==> config.mk <==
export PLATFORM = sky130hd
export DESIGN_NAME = uart_mmio_sequencer_flat
export DESIGN_NICKNAME = d
export VERILOG_FILES = /design/src/rtl/uart_mmio_sequencer_if.sv /design/src/rtl/uart_mmio_sequencer.sv /design/src/flat_wrapper.sv
export SDC_FILE = /design/constraint.sdc
export NUM_CORES = 1
export LEC_CHECK = 0
export ABC_CLOCK_PERIOD_IN_PS = 6500
export BUFFER_PORTS_ARGS = -buffer_cell sky130_fd_sc_hd__buf_2
export CORE_MARGIN = 5
export CORE_UTILIZATION = 53
export DETAILED_ROUTE_END_ITERATION = 7
export PLACE_DENSITY_LB_ADDON = 0.05
export SLEW_MARGIN = 30
export SYNTH_ARGS = -nofsm -noshare
export SYNTH_HDL_FRONTEND = slang
export SYNTH_SLANG_ARGS = --single-unit
==> constraint.sdc <==
create_clock -name clk -period 6.5 [get_ports clk]
set_clock_uncertainty 0.2 [all_clocks]
set_input_delay 0.65 -clock clk [delete_from_list [all_inputs] [get_ports clk]]
set_output_delay 0.65 -clock clk [all_outputs]
set_load 0.02 [all_outputs]
==> src/rtl/uart_mmio_sequencer_if.sv <==
`timescale 1ns/1ps
// MMIO bus between the UART sequencer (master) and the UART register block
// (slave). Read data is combinational and sampled in the strobe cycle.
interface uart_mmio_sequencer_if;
    logic [31:0] data_address;
    logic [31:0] data_store;
    logic        data_read;
    logic        data_enable;
    logic [31:0] data_fetch;

    modport master (
        output data_address,
        output data_store,
        output data_read,
        output data_enable,
        input  data_fetch
    );

    modport slave (
        input  data_address,
        input  data_store,
        input  data_read,
        input  data_enable,
        output data_fetch
    );
endinterface

==> src/rtl/uart_mmio_sequencer.sv <==
`timescale 1ns/1ps
// UART MMIO sequencer: owns the UART register port, programs the baud
// divisor, polls status and moves bytes between the UART and two small
// FIFOs facing a byte-stream client.
// Optional macro UART_SEQ_RX_DROP_EN: when the RX FIFO is full, pending UART
// bytes are still read and discarded, counted in rx_drop_cnt.
module uart_mmio_sequencer #(
    parameter int unsigned BAUD_DIV = 434,
    parameter int unsigned TX_DEPTH = 8,
    parameter int unsigned RX_DEPTH = 8
) (
    input  logic        clk,
    input  logic        rst,
    input  logic        baud_set,
    input  logic [31:0] baud_div,
    output logic        cfg_done,
    input  logic        tx_valid,
    input  logic [7:0]  tx_data,
    output logic        tx_ready,
    output logic        rx_valid,
    output logic [7:0]  rx_data,
    input  logic        rx_ready,
`ifdef UART_SEQ_RX_DROP_EN
    output logic [15:0] rx_drop_cnt,
`endif
    uart_mmio_sequencer_if.master mmio
);
    localparam int TX_AW = $clog2(TX_DEPTH);
    localparam int TX_CW = TX_AW + 1;
    localparam int RX_AW = $clog2(RX_DEPTH);
    localparam int RX_CW = RX_AW + 1;

    localparam logic [31:0] ADDR_BAUD   = 32'h0;
    localparam logic [31:0] ADDR_GETC   = 32'h4;
    localparam logic [31:0] ADDR_SETC   = 32'h8;
    localparam logic [31:0] ADDR_STATUS = 32'hC;

    typedef enum logic [2:0] {S_IDLE, S_CFG, S_POLL, S_RDC, S_WRC, S_HOLD} state_t;

    state_t state, state_next;

    logic              pend_flag;
    logic [31:0]       pend_val;
    logic              tx_busy, busy_next;
    logic              rr, rr_next;
    logic              cfg_wr;

    logic [7:0]        tx_mem [TX_DEPTH];
    logic [TX_AW-1:0]  tx_wr, tx_rd;
    logic [TX_CW-1:0]  tx_cnt;
    logic              tx_full, tx_empty, tx_push, tx_pop;

    logic [7:0]        rx_mem [RX_DEPTH];
    logic [RX_AW-1:0]  rx_wr, rx_rd;
    logic [RX_CW-1:0]  rx_cnt;
    logic              rx_full, rx_empty, rx_push, rx_pop;

    logic              rx_elig, tx_elig;
`ifdef UART_SEQ_RX_DROP_EN
    logic              rx_drop;
`endif

    assign tx_full  = (tx_cnt == TX_CW'(TX_DEPTH));
    assign tx_empty = (tx_cnt == '0);
    assign tx_ready = !tx_full;
    assign tx_push  = tx_valid && !tx_full;

    assign rx_full  = (rx_cnt == RX_CW'(RX_DEPTH));
    assign rx_empty = (rx_cnt == '0);
    assign rx_valid = !rx_empty;
    assign rx_data  = rx_mem[rx_rd];
    assign rx_pop   = rx_ready && !rx_empty;

    // State register; reset parks in IDLE with a baud write pending.
    always_ff @(posedge clk or posedge rst) begin
        if (rst) state <= S_IDLE;
        else     state <= state_next;
    end

    // Next state, MMIO access decode and FIFO/flag side effects.
    always_comb begin
        state_next        = state;
        mmio.data_address = 32'h0;
        mmio.data_store   = 32'h0;
        mmio.data_read    = 1'b0;
        mmio.data_enable  = 1'b0;
        tx_pop            = 1'b0;
        rx_push           = 1'b0;
        cfg_wr            = 1'b0;
        busy_next         = tx_busy;
        rr_next           = rr;
        rx_elig           = 1'b0;
        tx_elig           = 1'b0;
`ifdef UART_SEQ_RX_DROP_EN
        rx_drop           = 1'b0;
`endif
        case (state)
            S_IDLE: begin
`ifdef UART_SEQ_RX_DROP_EN
                // Keep polling while full so pending bytes can be discarded.
                if (pend_flag) state_next = S_CFG;
                else           state_next = S_POLL;
`else
                if (pend_flag)                   state_next = S_CFG;
                else if (!rx_full || !tx_empty)  state_next = S_POLL;
`endif
            end
            S_CFG: begin
                mmio.data_enable  = 1'b1;
                mmio.data_address = ADDR_BAUD;
                mmio.data_store   = pend_val;
                cfg_wr            = 1'b1;
                busy_next         = 1'b0;
                state_next        = S_IDLE;
            end
            S_POLL: begin
                mmio.data_enable  = 1'b1;
                mmio.data_read    = 1'b1;
                mmio.data_address = ADDR_STATUS;
                if (tx_busy && mmio.data_fetch[0]) busy_next = 1'b0;
`ifdef UART_SEQ_RX_DROP_EN
                rx_elig = mmio.data_fetch[1];
`else
                rx_elig = mmio.data_fetch[1] && !rx_full;
`endif
                tx_elig = !tx_empty && !busy_next;
                // rr=0 favours RX; the granted side hands priority over.
                if (rx_elig && (!tx_elig || !rr)) begin
                    state_next = S_RDC;
                    rr_next    = 1'b1;
                end else if (tx_elig) begin
                    state_next = S_WRC;
                    rr_next    = 1'b0;
                end else begin
                    state_next = S_IDLE;
                end
            end
            S_RDC: begin
                mmio.data_enable  = 1'b1;
                mmio.data_read    = 1'b1;
                mmio.data_address = ADDR_GETC;
                rx_push           = !rx_full;
`ifdef UART_SEQ_RX_DROP_EN
                rx_drop           = rx_full;
`endif
                state_next        = S_IDLE;
            end
            S_WRC: begin
                mmio.data_enable  = 1'b1;
                mmio.data_address = ADDR_SETC;
                mmio.data_store   = {24'h0, tx_mem[tx_rd]};
                tx_pop            = 1'b1;
                busy_next         = 1'b1;
                state_next        = S_HOLD;
            end
            S_HOLD: state_next = S_IDLE;
            default: state_next = S_IDLE;
        endcase
    end

    // Baud request capture (last one wins), config status, TX busy and arbiter.
    always_ff @(posedge clk or posedge rst) begin
        if (rst) begin
            pend_flag <= 1'b1;
            pend_val  <= 32'(BAUD_DIV);
            cfg_done  <= 1'b0;
            tx_busy   <= 1'b0;
            rr        <= 1'b0;
        end else begin
            if (baud_set) begin
                pend_flag <= 1'b1;
                pend_val  <= baud_div;
            end else if (cfg_wr) begin
                pend_flag <= 1'b0;
            end
            if (cfg_wr) cfg_done <= 1'b1;
            tx_busy <= busy_next;
            rr      <= rr_next;
        end
    end

    // FIFO pointers and occupancy; simultaneous push and pop both apply.
    always_ff @(posedge clk or posedge rst) begin
        if (rst) begin
            tx_wr  <= '0;
            tx_rd  <= '0;
            tx_cnt <= '0;
            rx_wr  <= '0;
            rx_rd  <= '0;
            rx_cnt <= '0;
        end else begin
            if (tx_push) tx_wr <= tx_wr + 1'b1;
            if (tx_pop)  tx_rd <= tx_rd + 1'b1;
            case ({tx_push, tx_pop})
                2'b10:   tx_cnt <= tx_cnt + 1'b1;
                2'b01:   tx_cnt <= tx_cnt - 1'b1;
                default: tx_cnt <= tx_cnt;
            endcase
            if (rx_push) rx_wr <= rx_wr + 1'b1;
            if (rx_pop)  rx_rd <= rx_rd + 1'b1;
            case ({rx_push, rx_pop})
                2'b10:   rx_cnt <= rx_cnt + 1'b1;
                2'b01:   rx_cnt <= rx_cnt - 1'b1;
                default: rx_cnt <= rx_cnt;
            endcase
        end
    end

    // FIFO storage; contents are meaningful only through the counts.
    always_ff @(posedge clk) begin
        if (tx_push) tx_mem[tx_wr] <= tx_data;
        if (rx_push) rx_mem[rx_wr] <= mmio.data_fetch[7:0];
    end

`ifdef UART_SEQ_RX_DROP_EN
    // Saturating count of bytes discarded because the RX FIFO was full.
    always_ff @(posedge clk or posedge rst) begin
        if (rst)                                rx_drop_cnt <= 16'h0;
        else if (rx_drop && rx_drop_cnt != 16'hFFFF) rx_drop_cnt <= rx_drop_cnt + 16'h1;
    end
`endif
endmodule

==> src/flat_wrapper.sv <==
// flat-port wrapper written by rule: the top's interface ports become plain ports
module uart_mmio_sequencer_flat 
#(
    parameter int unsigned BAUD_DIV = 434,
    parameter int unsigned TX_DEPTH = 8,
    parameter int unsigned RX_DEPTH = 8
)
  (clk, rst, baud_set, baud_div, cfg_done, tx_valid, tx_data, tx_ready, rx_valid, rx_data, rx_ready, mmio_data_address, mmio_data_store, mmio_data_read, mmio_data_enable, mmio_data_fetch);
  uart_mmio_sequencer_if mmio_i ();
  input  logic clk;
  input  logic rst;
  input  logic baud_set;
  input  logic [31:0] baud_div;
  output logic cfg_done;
  input  logic tx_valid;
  input  logic [7:0] tx_data;
  output logic tx_ready;
  output logic rx_valid;
  output logic [7:0] rx_data;
  input  logic rx_ready;
  output wire logic [$bits(mmio_i.data_address)-1:0] mmio_data_address;
  output wire logic [$bits(mmio_i.data_store)-1:0] mmio_data_store;
  output wire logic [$bits(mmio_i.data_read)-1:0] mmio_data_read;
  output wire logic [$bits(mmio_i.data_enable)-1:0] mmio_data_enable;
  input wire logic [$bits(mmio_i.data_fetch)-1:0] mmio_data_fetch;
  assign mmio_data_address = mmio_i.data_address;
  assign mmio_data_store = mmio_i.data_store;
  assign mmio_data_read = mmio_i.data_read;
  assign mmio_data_enable = mmio_i.data_enable;
  assign mmio_i.data_fetch = mmio_data_fetch;
  uart_mmio_sequencer #(.BAUD_DIV(BAUD_DIV), .TX_DEPTH(TX_DEPTH), .RX_DEPTH(RX_DEPTH)) u_core (.clk(clk), .rst(rst), .baud_set(baud_set), .baud_div(baud_div), .cfg_done(cfg_done), .tx_valid(tx_valid), .tx_data(tx_data), .tx_ready(tx_ready), .rx_valid(rx_valid), .rx_data(rx_data), .rx_ready(rx_ready), .mmio(mmio_i));
endmodule
### After elaboration in Yosys (flattened, before gate mapping)

Memories as Yosys holds them, arrays and structs flattened.
Index checks and enable logic that the tools add are counted.

| word-level totals | value |
|---|---|
| input bits | 77 |
| RAM bits | 128 |
| memories kept | 2 |
| output and inout port bits | 77 |
| register bits after elaboration | 59 |
| logic and storage cells | 84 |

Memory list:

| name | depth | bits a word | rd ports | clocked after memory_dff | wr ports | line | source |
|---|---|---|---|---|---|---|---|
| u_core.rx_mem | 8 | 8 | 1 | 0 | 1 | uart_mmio_sequencer.sv:53 | `logic [7:0] rx_mem [RX_DEPTH];` |
| u_core.tx_mem | 8 | 8 | 1 | 0 | 1 | uart_mmio_sequencer.sv:48 | `logic [7:0] tx_mem [TX_DEPTH];` |

| operators by class | value |
|---|---|
| equal/unequal tests | 11 |
| add/subtract/negate cells | 8 |
| reduce and logical (&&, ||, !) cells | 26 |
| multiplexer cells | 25 |

Operators by type and width:

| cell | count |
|---|---|
| $pmux 32 s2 | 1 |
| $pmux 4 s2 | 2 |
| $mux 1 | 15 |
| $add 3x1->3 const B | 4 |
| $mux 3 | 4 |
| $pmux 4 s3 | 1 |
| $pmux 3 s3 | 1 |
| $add 4x1->4 const B | 2 |
| $eq 4x4->1 const B | 2 |
| $logic_not 4->1 | 2 |
| $reduce_bool 2->1 | 4 |
| $sub 4x1->4 const B | 2 |
| $logic_not 1->1 | 7 |
| $eq 3x2->1 const B | 2 |
| $logic_and 1x1->1 | 6 |
| $eq 2x1->1 const B | 2 |
| $eq 2x2->1 const B | 2 |
| $reduce_or 4->1 | 1 |
| $eq 3x1->1 const B | 1 |
| $eq 3x3->1 const B | 1 |
| $logic_not 3->1 | 1 |
| $ne 3x1->1 const B | 1 |
| $pmux 1 s3 | 1 |
| $reduce_bool 3->1 | 1 |
| 3 further kinds | 4 |

### Logic depth before layout (Yosys ltp)

Gate-level depths: netlist of run 1.

| depth | value |
|---|---|
| word-level depth | 10 |
| mapped depth | 11 |
| depth with buffers taken out | 10 |

### Worst setup path before layout of run 1

No wires, ideal clock.

| timing | value |
|---|---|
| path kind | register to register |
| start | register u_core.rx_cnt[0] |
| end | register u_core.rx_cnt[3] |
| setup time | 0.116 ns |
| data arrival time | 2.526 ns |
| path buffers | 0 |
| cell stages (with the launch flop) | 9 |
| path slack | 3.658 ns |
| required time | 6.184 ns |
| clock period less this slack | 2.842 ns |
| cells stage by stage | dfrtp_1 -> or4b_2 -> and3_1 -> clkinv_1 -> ha_1 -> ha_1 -> a21oi_1 -> o21ai_0 -> o311ai_0 |

| between the ends | value |
|---|---|
| word-level cells in the longest chain between the ends | 5 |
| elaborated cells on any way between the ends | 12 |
| classes of those cells | add/sub (2); eq/ne (3); mux (2); reduce/logical (5) |

RTL lines:

| what | line | source |
|---|---|---|
| start: declaration | uart_mmio_sequencer.sv:55 | `logic [RX_CW-1:0] rx_cnt;` |
| start signal: assignment | uart_mmio_sequencer.sv:202 | `2'b10: rx_cnt <= rx_cnt + 1'b1;` |
| start signal: assignment | uart_mmio_sequencer.sv:203 | `2'b01: rx_cnt <= rx_cnt - 1'b1;` |
| start signal: assignment | uart_mmio_sequencer.sv:204 | `default: rx_cnt <= rx_cnt;` |
| $eq 4x4->1 / $logic_not 4->1 (equally long branches) | uart_mmio_sequencer.sv:68, uart_mmio_sequencer.sv:69 |  |
| $logic_not 1->1, on equally long branches | uart_mmio_sequencer.sv:142, uart_mmio_sequencer.sv:72 |  |
| $mux 1 / $logic_and 1x1->1 (equally long branches) | uart_mmio_sequencer.sv:97, uart_mmio_sequencer.sv:72 |  |
| $eq 2x1->1 / $eq 2x2->1 (equally long branches) | uart_mmio_sequencer.sv:201 | `case ({rx_push, rx_pop})` |
| $pmux 4 s2 / $reduce_bool 2->1 (equally long branches) | n/a |  |

Several ways; a longest one is shown, not always the timed one.
A chain may end at the register's enable or synchronous reset.

### Worst setup path in the final report of run 1

Same ends and word-level chain as after synthesis.

==> impl_metrics.py, run 1 <==
metrics = {
    "layout": {
        "final_cell_mix": "128 x edfxtp_1, 99 x buf_2, 60 x mux2_2",
        "nets": 702,
        "fill_cells": 1102,
        "area_growth_pct": 14.5,
        "layout-drive-gt1-share": 0.384,
        "post-route-util": 0.612,
        "layoutNonFillerInstCount": 816,
        "final_common_cell": "edfxtp_1",
    },
    "setup_path": {
        "critical_path_class": "register to register",
        "cp_max_fo": 8,
        "slowest_delay_ns": 0.75,
        "arrival_ns": 3.34,
        "crit_slowest_cell": "or4b_2",
        "crit_chain": "or4b_2, and3_1, clkinv_1, ha_1, ha_1, a21oi_1, o21ai_0, o311ai_0",
        "worstReg2RegEnd": "u_core.rx_cnt[3]",
        "r2r-start": "u_core.rx_cnt[0]",
        "crit_path_end_kind": "register",
        "crit_family": "simple AND/OR/NAND/NOR gates",
        "r2r_cells": 8,
        "timing.critical_path.mode_cell": "ha_1",
        "required_ns": 6.60,
        "path_buf_inv": 1,
        "r2r_setup_slack_ns": 3.26,
        "cp-start-kind": "register",
    },
    "floorplan": {
        "start_util": 0.535,
        "die-area_mm2": 0.0177,
        "rows": 45,
        "ios": 154,
        "coreArea_mm2": 0.0150,
        "fp.dieW_um": 133,
        "fp.dieH_um": 133,
    },
    "power_and_ir_drop": {
        "p_leak_nw": 3.57,
        "power.density_mw_per_mm2": 423,
        "power.total_mw": 3.89,
        "peakVddDrop_mv": 0.219,
    },
    "clocking": {
        "numCtsBuffers": 17,
        "clock_sink_count": 187,
        "clk_pin_slew_ns": 0.07,
        "ctsLongestPathBuffers": 2,
        "cts_hold_buf": 0,
        "htreeDepth": 4,
        "cts.repair.resized": 0,
        "cts_tree": "yes",
        "clock_latency_ns": 0.42,
        "cts_root_buf": "clkbuf_16",
        "cts_setup_buffers": 0,
    },
    "detailed_routing": {
        "wl_per_cell_um": 18.8,
        "ant_nets": 0,
        "drtPass1Iterations": 5,
        "avgViaCountPerCell": 5.37,
        "drcViolationCount": 0,
        "wirelength_mm": 15.3,
        "drtIter0Drc": 195,
        "via_count": 4383,
    },
    "sta": {
        "hold_viol_final": 0,
        "setup-violations-final": 0,
        "max_freq_mhz": 309,
        "drv_slew": 0,
        "slew_headroom": 0.376,
        "rsz0062_at_grt": "no",
        "whs_ns": 0.232,
        "fin_crit_ns": 3.24,
        "post-route-period-util": 0.498,
        "worstMarginPinSlew_ns": 0.933,
        "tns_ns": 0,
    },
    "synthesis": {
        "netlist_area_mm2": 0.00804,
        "async_flop_share": 0.316,
        "synthCells": 511,
        "seq_area_frac_synth": 0.663,
        "synth-main-ff-cell": "edfxtp_1",
        "ys_types": 45,
        "ys_warn_count": 0,
        "synth.ff_latch_count": 187,
        "synth_edf_count": 128,
        "synth_area_per_cell_um2": 15.7,
    },
    "grt": {
        "antenna_found_initial": 0,
        "grt-ovfl-total": 0,
        "grt_pass1_vias": 4557,
        "grt_max_degree": 60,
        "grt_util_all_layers": 0.180,
        "grt_first_pass_wirelength_mm": 24.3,
    },
    "place": {
        "dp_hpwl_mm": 10.3,
        "port-buffer-count": 99,
        "dp.cells": 783,
        "place_congestion": 0.752,
    },
    "flow_run": {
        "max-cap-violations": 0,
    },
    "worst_hold_path": {
        "hold_class": "input pin to async pin",
    },
    "outcome": {
        "status": "complete, no violations",
    },
}
sequential cells by signal (all words and copies together) (netlist names), 4 cells and up:
register and flops:
u_core.rx_mem 64, u_core.tx_mem 64, u_core.pend_val 32, u_core.rx_cnt 4
u_core.tx_cnt 4
worst max path at each step:
| stage | startpoint | cells past startpoint | to | slack (ns) |
|---|---|---|---|---|
| after detailed placement | u_core.rx_cnt[0] | 8 | u_core.rx_cnt[3] | 3.24 |
| after global routing | u_core.rx_rd[0] | 4 | rx_data[5] | 3.07 |
| final | u_core.rx_cnt[0] | 8 | u_core.rx_cnt[3] | 3.26 |
| after global placement | u_core.rx_cnt[0] | 8 | u_core.rx_cnt[3] | 3.36 |
| after CTS | u_core.rx_rd[0] | 4 | rx_data[5] | 3.18 |
| after floorplan | u_core.rx_cnt[0] | 8 | u_core.rx_cnt[3] | 3.66 |
where the power goes:
group / switching [mW] / internal [mW] / total, mW
Clock: 0.432 / 0.528 / 0.960
Sequential: 0.185 / 1.45 / 1.64
Combinational: 0.715 / 0.583 / 1.30
worst register-to-register path, stage by stage, from the launching register on:
cell and delay (ns):
dfrtp_1 0.43, or4b_2 0.75, and3_1 0.25, clkinv_1 0.19
ha_1 0.34, ha_1 0.29, a21oi_1 0.24, o21ai_0 0.14
o311ai_0 0.32
synthesized netlist by cell type (2+ instances only):
cell | instances | area share
xnor2_1 | 11 | 0.012
mux2_2 | 60 | 0.084
nand2b_1 | 9 | 0.0070
buf_1 | 2 | 0.00093
dfrtp_1 | 53 | 0.16
nor4_1 | 2 | 0.0016
o22ai_1 | 9 | 0.0070
nor3b_1 | 3 | 0.0028
nand2_1 | 27 | 0.013
nor3_1 | 8 | 0.0050
nor2_1 | 15 | 0.0070
o31ai_1 | 9 | 0.0084
ha_1 | 10 | 0.016
xor2_1 | 4 | 0.0044
nand3_1 | 3 | 0.0019
dfstp_2 | 6 | 0.020
a21oi_1 | 3 | 0.0019
o21ai_0 | 7 | 0.0044
inv_1 | 12 | 0.0056
edfxtp_1 | 128 | 0.48
nor2b_1 | 8 | 0.0062
clkbuf_1 | 16 | 0.0075
mux4_2 | 24 | 0.067
buf_2 | 5 | 0.0031
or4b_2 | 2 | 0.0025
or2_2 | 3 | 0.0023
or3_1 | 2 | 0.0016
and2_1 | 24 | 0.019
buf_4 | 30 | 0.028
final cells by class:
class / count / area (µm²) / share of cell area
flip-flops and latches: 187 / 5330 / 0.579
multi-input cells: 287 / 2480 / 0.269
repair buffers: 108 / 563 / 0.0612
clock buffers: 18 / 429 / 0.0466
well taps: 188 / 235 / 0.0256
clock inverters: 14 / 121 / 0.0132
inverters: 13 / 48.8 / 0.00530
diodes: 1 / 2.50 / 0.000272
through the flow:
step	cell area, µm²	setup WS (ns)
3_5_place_dp	8640	3.24
3_3_place_gp	8640	3.36
6_report	9210	3.26
4_1_cts	9190	3.18
5_1_grt	9200	3.07
2_1_floorplan	8150	3.66
cell families (layout without fill, tap and decap cells):
group | count (synthesis) | after routing | synth area share
buffers and inverters | 66 | 153 | 0.0456
and+or+nand+nor | 110 | 110 | 0.0733
adders and majority gates | 11 | 11 | 0.0181
AOI/OAI and AO/OA | 36 | 36 | 0.0310
muxes | 85 | 85 | 0.153
xor gates and xnor gates | 15 | 15 | 0.0163
other | 1 | 31 | 0.000466
DFF | 187 | 187 | 0.663
per-layer routing:
metal	global-route usage	vias up	routed length, µm
li1	-	2045	-
met1	0.217	2226	6290
met2	0.326	94	8200
met3	0.0313	18	541
met4	0.0657	0	303
met5	0	-	0
No activity file was read; power rests on OpenSTA's default activity.
==> inputs of run 2 (changes only) <==
- ABC_CLOCK_PERIOD_IN_PS: 6500 -> 3000
- clock period: 6.5 -> 3 ns (I/O delays scaled with it)
==> run 2 against run 1 <==
Effect of this change: global-route usage increased by 0.80 points; via count increased by 5.8%; setup slack got worse by 3.1 ns; die area unchanged; critical path depth unchanged; final cell count increased by 8.2%; fmax increased by 14%; sequential cell count unchanged; wire length increased by 4.3%; critical path type unchanged.
==> impl_metrics.py, run 2 (synthesis results as in run 1) <==
metrics = {
    "setup_path": {
        "crit_path_end_kind": "register",
        "critPathCapture": "u_core.rx_cnt[3]",
        "crit_chain": "or4b_2, and3_1, clkinv_1, ha_1, ha_1, a21oi_1, o21ai_0, o311ai_1",
        "cp_max_fo": 4,
        "r2r_cells": 8,
        "crit_slowest_cell": "or4b_2",
        "arrival_ns": 2.97,
        "critical_path_class": "register to register",
        "r2r_setup_slack_ns": 0.15,
        "slowest_delay_ns": 0.73,
        "required_ns": 3.12,
        "r2r-start": "u_core.rx_cnt[0]",
        "worstReg2RegEnd": "u_core.rx_cnt[3]",
        "cp-startpoint": "u_core.rx_cnt[0]",
        "cp-start-kind": "register",
        "timing.critical_path.mode_cell": "ha_1",
    },
    "detailed_routing": {
        "drcViolationCount": 0,
        "avgViaCountPerCell": 5.25,
        "drtPass1Iterations": 5,
        "drtIter0Drc": 228,
        "wl_per_cell_um": 18.1,
        "wirelength_mm": 16.0,
        "via_count": 4639,
        "ant_nets": 0,
    },
    "layout": {
        "nets": 770,
        "final_common_cell": "edfxtp_1",
        "antenna_cells": 0,
        "reg_top3": "u_core.rx_mem x64, u_core.tx_mem x64, u_core.pend_val x32",
        "final_cell_mix": "128 x edfxtp_1, 99 x buf_2, 60 x mux2_2",
        "area_growth_pct": 22.9,
        "final_design_area_no_fill_mm2": 0.00988,
        "layout-drive-gt1-share": 0.371,
        "post-route-util": 0.657,
    },
    "sta": {
        "worstMarginPinSlew_ns": 0.926,
        "setup-violations-final": 0,
        "max_freq_mhz": 350,
        "tns_ns": 0,
        "post-route-period-util": 0.951,
        "slew_headroom": 0.381,
        "drv_slew": 0,
        "rsz0062_at_grt": "no",
        "fin_crit_ns": 2.85,
        "hold_viol_final": 0,
    },
    "grt": {
        "grt-ovfl-total": 0,
        "grt_first_pass_wirelength_mm": 25.5,
        "grt_max_degree": 60,
        "grt_pass1_vias": 4890,
        "antenna_found_initial": 0,
        "grt_util_all_layers": 0.188,
    },
    "place": {
        "port-buffer-count": 99,
        "dp_hpwl_mm": 10.4,
        "placed_cell_area_mm2": 0.00876,
        "place_congestion": 0.754,
    },
    "floorplan": {
        "fp.dieH_um": 133,
        "die-area_mm2": 0.0177,
        "coreArea_mm2": 0.0150,
        "ios": 154,
        "fp.dieW_um": 133,
        "rows": 45,
        "start_util": 0.535,
    },
    "flow_run": {
        "max-cap-violations": 0,
    },
    "outcome": {
        "status": "complete, no violations",
    },
    "clocking": {
        "clock_latency_ns": 0.42,
        "cts_tree": "yes",
        "clk_pin_slew_ns": 0.07,
        "clock_sink_count": 187,
        "cts_root_buf": "clkbuf_16",
        "htreeDepth": 4,
        "numCtsBuffers": 17,
        "ctsLongestPathBuffers": 2,
    },
    "power_and_ir_drop": {
        "power.density_mw_per_mm2": 885,
        "p_leak_nw": 3.89,
        "peakVddDrop_mv": 0.459,
    },
    "worst_hold_path": {
        "min_from": "u_core.cfg_done",
        "hold_class": "register to register",
    },
}
[run 2: layer usage]
layer | track usage | share of wire | vias up
met5 | 0 | 0 | -
met4 | 0.0709 | 0.024 | 0
met3 | 0.0408 | 0.036 | 23
met2 | 0.340 | 0.55 | 99
met1 | 0.221 | 0.39 | 2336
li1 | - | - | 2181
[run 2: where the power goes]
part           internal, mW  switching [mW]  leakage, nW
Clock                  1.26            1.00        0.288
Combinational          1.36            1.63         1.76
Sequential             3.14           0.346         1.85
[run 2: how the worst min path moves through the flow]
stage                                endpoint  slack, ns  cells past startpoint
after detailed placement      u_core.cfg_done       0.26                      1
final                         u_core.cfg_done       0.29                      1
after CTS                    u_core.pend_flag       0.28                      2
after floorplan           u_core.rx_mem[0][0]       0.20                      0
after global placement        u_core.cfg_done       0.25                      1
after global routing          u_core.cfg_done       0.31                      1
[run 2: through the flow]
step                      std cells  worst slack [ns]  power [mW]  hold WS (ns)
after global placement          800             0.149        6.43         0.250
after detailed placement        800            0.0921        6.52         0.262
final                           883             0.146        8.74         0.285
after global routing            883            0.0259        9.25         0.309
after floorplan                 540             0.158        5.62         0.199
after CTS                       883            0.0777        8.85         0.283
[run 2: area by class of cell]
type / count / area (µm²)
inverters: 13 / 48.8
flip-flops and latches: 187 / 5330
fillers: 1102 / 5150
multi-input cells: 287 / 2460
repair buffers: 176 / 1200
clock inverters: 15 / 179
well taps: 188 / 235
clock buffers: 17 / 425
[run 2: critical path, delay by kind of cell, from the launching register on]
family                   cells  cell delay, ns
adder cells (fa/ha/maj)      2            0.48
flip-flops                   1            0.39
AND/OR/NAND/NOR              2            0.97
buffers and inverters        1            0.07
AO/OA/AOI/OAI                3            0.64
[run 2: repair_timing]
item                                    in CTS  in global routing
endpoints found under the hold margin      215                  0
hold buffers                                51                  0
endpoints found under the setup margin       0                  2
resized for setup                            0                  2
buffers inserted                             0                  0
==> inputs of run 3 (changes only) <==
- CELL_PAD_IN_SITES_DETAIL_PLACEMENT: not set -> 0
- CELL_PAD_IN_SITES_GLOBAL_PLACEMENT: not set -> 1
- CORE_UTILIZATION: 53 -> 46
==> run 3 against run 2 <==
Effect of this change: fmax up 0.19%; setup slack better by 0.0055 ns; first-iteration DRC count shrank 26%; largest cell class unchanged; highest routed layer unchanged; power about the same.
==> impl_metrics.py, run 3 (synthesis results as in run 1) <==
metrics = {
    "power_and_ir_drop": {
        "p_leak_nw": 3.88,
        "peakVddDrop_mv": 0.432,
        "power.density_mw_per_mm2": 881,
    },
    "grt": {
        "grt_pass1_vias": 4930,
        "grt_max_degree": 36,
        "antenna_found_initial": 0,
        "grt_first_pass_wirelength_mm": 25.6,
        "grt-ovfl-total": 0,
        "grt_util_all_layers": 0.167,
    },
    "detailed_routing": {
        "via_count": 4547,
        "drtPass1Iterations": 4,
        "met2_length_mm": 8.83,
        "drtIter0Drc": 168,
        "dr.max_layer_used": "met4",
        "ant_nets": 0,
        "route.layer.met1.wl_mm": 6.55,
        "wirelength_mm": 16.0,
        "routed-wl-met3_um": 480,
        "drcViolationCount": 0,
        "wl_per_cell_um": 17.5,
        "avgViaCountPerCell": 4.96,
    },
    "clocking": {
        "clock_latency_ns": 0.43,
        "clock_sink_count": 187,
        "clk_pin_slew_ns": 0.07,
        "cts_root_buf": "clkbuf_16",
        "ctsLongestPathBuffers": 2,
        "htreeDepth": 4,
        "cts_tree": "yes",
        "numCtsBuffers": 17,
    },
    "sta": {
        "rsz0062_at_grt": "no",
        "max_freq_mhz": 351,
        "drv_slew": 0,
        "fin_crit_ns": 2.85,
        "hold_viol_final": 0,
        "slew_headroom": 0.385,
        "worstMarginPinSlew_ns": 0.918,
        "post-route-period-util": 0.949,
        "layout_setup_ws_ns": 0.152,
        "setup-violations-final": 0,
    },
    "place": {
        "dp_worst_setup_slack_ns": -0.0369,
        "place_congestion": 0.756,
        "dp_hpwl_mm": 10.9,
        "port-buffer-count": 99,
        "dp.cells": 833,
    },
    "layout": {
        "layoutNonFillerInstCount": 916,
        "fill_cells": 1380,
        "reg_top3": "u_core.rx_mem x64, u_core.tx_mem x64, u_core.pend_val x32",
        "nets": 766,
        "antenna_cells": 0,
        "final_common_cell": "edfxtp_1",
        "area_growth_pct": 23.3,
        "final_cell_mix": "128 x edfxtp_1, 99 x buf_2, 60 x mux2_2",
        "layout-drive-gt1-share": 0.369,
    },
    "setup_path": {
        "r2r_cells": 8,
        "slowest_delay_ns": 0.74,
        "crit_slowest_cell": "or4b_2",
        "crit_chain": "or4b_2, and3_2, clkinv_1, ha_2, ha_1, a21oi_2, o21ai_0, o311ai_1",
        "cp-start-kind": "register",
        "required_ns": 3.12,
        "worstReg2RegEnd": "u_core.rx_cnt[3]",
        "crit_path_end_kind": "register",
        "cp_max_fo": 8,
        "arrival_ns": 2.97,
        "r2r-start": "u_core.rx_cnt[0]",
        "cp-startpoint": "u_core.rx_cnt[0]",
        "r2r_setup_slack_ns": 0.15,
        "critical_path_class": "register to register",
        "critPathCapture": "u_core.rx_cnt[3]",
    },
    "floorplan": {
        "ios": 154,
        "fp.dieW_um": 142,
        "fp.dieH_um": 142,
        "rows": 48,
        "coreArea_mm2": 0.0172,
        "die-area_mm2": 0.0202,
        "start_util": 0.466,
    },
    "flow_run": {
        "max-cap-violations": 0,
    },
    "worst_hold_path": {
        "hold_class": "register to register",
    },
    "outcome": {
        "status": "complete, no violations",
    },
}
## run 3: cell count changes in the layout (fill, tap and decap cells not counted), sizes merged
| cell | change |
|---|---|
| buf | -4 |
| inv | -1 |
| clkbuf | +1 |
## run 3: critical path, delay by kind of cell (launching register included)
family	cells	cell delay, ns
compound gates	3	0.59
fa+ha+maj	2	0.50
buf+inv	1	0.07
flops	1	0.38
simple gates	2	1.01
## run 3: worst min-delay path by stage
stage / start / end / cells after the start
final: u_core.cfg_done / u_core.cfg_done / 1
after detailed placement: rst / u_core.cfg_done / 2
after CTS: u_core.cfg_done / u_core.cfg_done / 1
after floorplan: mmio_data_fetch[0] / u_core.rx_mem[0][0] / 0
after global placement: rst / u_core.cfg_done / 2
after global routing: u_core.cfg_done / u_core.cfg_done / 1
## run 3: layer usage
metal	track usage	vias to the layer above
met1	0.195	2310
met2	0.307	64
li1	-	2164
met5	0	-
met4	0.0444	0
met3	0.0400	9
## run 3: area by class of cell
cell class | instances | area [µm²] | share of cell area
Clock buffer | 18 | 429 | 0.0433
Sequential cell | 187 | 5330 | 0.537
Inverter | 13 | 48.8 | 0.00492
Tap cell | 225 | 282 | 0.0284
Multi-Input combinational cell | 287 | 2470 | 0.249
Timing Repair Buffer | 172 | 1180 | 0.119
Clock inverter | 14 | 179 | 0.0180
## run 3: stage by stage
step | area [µm²] | TNS [ns] | utilization | hold WS (ns) | total power [mW]
final | 9920 | 0 | 0.575 | 0.274 | 8.74
after global routing | 9920 | 0 | 0.575 | 0.307 | 9.26
after CTS | 9910 | 0 | 0.575 | 0.273 | 8.85
after detailed placement | 8790 | -0.0369 | 0.510 | 0.195 | 6.51
after global placement | 8790 | 0 | 0.510 | 0.188 | 6.46
after floorplan | 8150 | 0 | - | 0.199 | 5.62
## run 3: report_power, final
group | internal [mW] | switching, mW
sequential | 3.14 | 0.363
clock | 1.26 | 0.999
combinational | 1.35 | 1.61
total | 5.76 | 2.97
## run 3: what timing repair did
| item | in CTS | in global routing |
|---|---|---|
| buffers inserted | 0 | 0 |
| hold buffers | 51 | 0 |
| endpoints found under the hold margin | 186 | 0 |
| resized for setup | 1 | 3 |
| setup endpoints to repair | 1 | 1 |
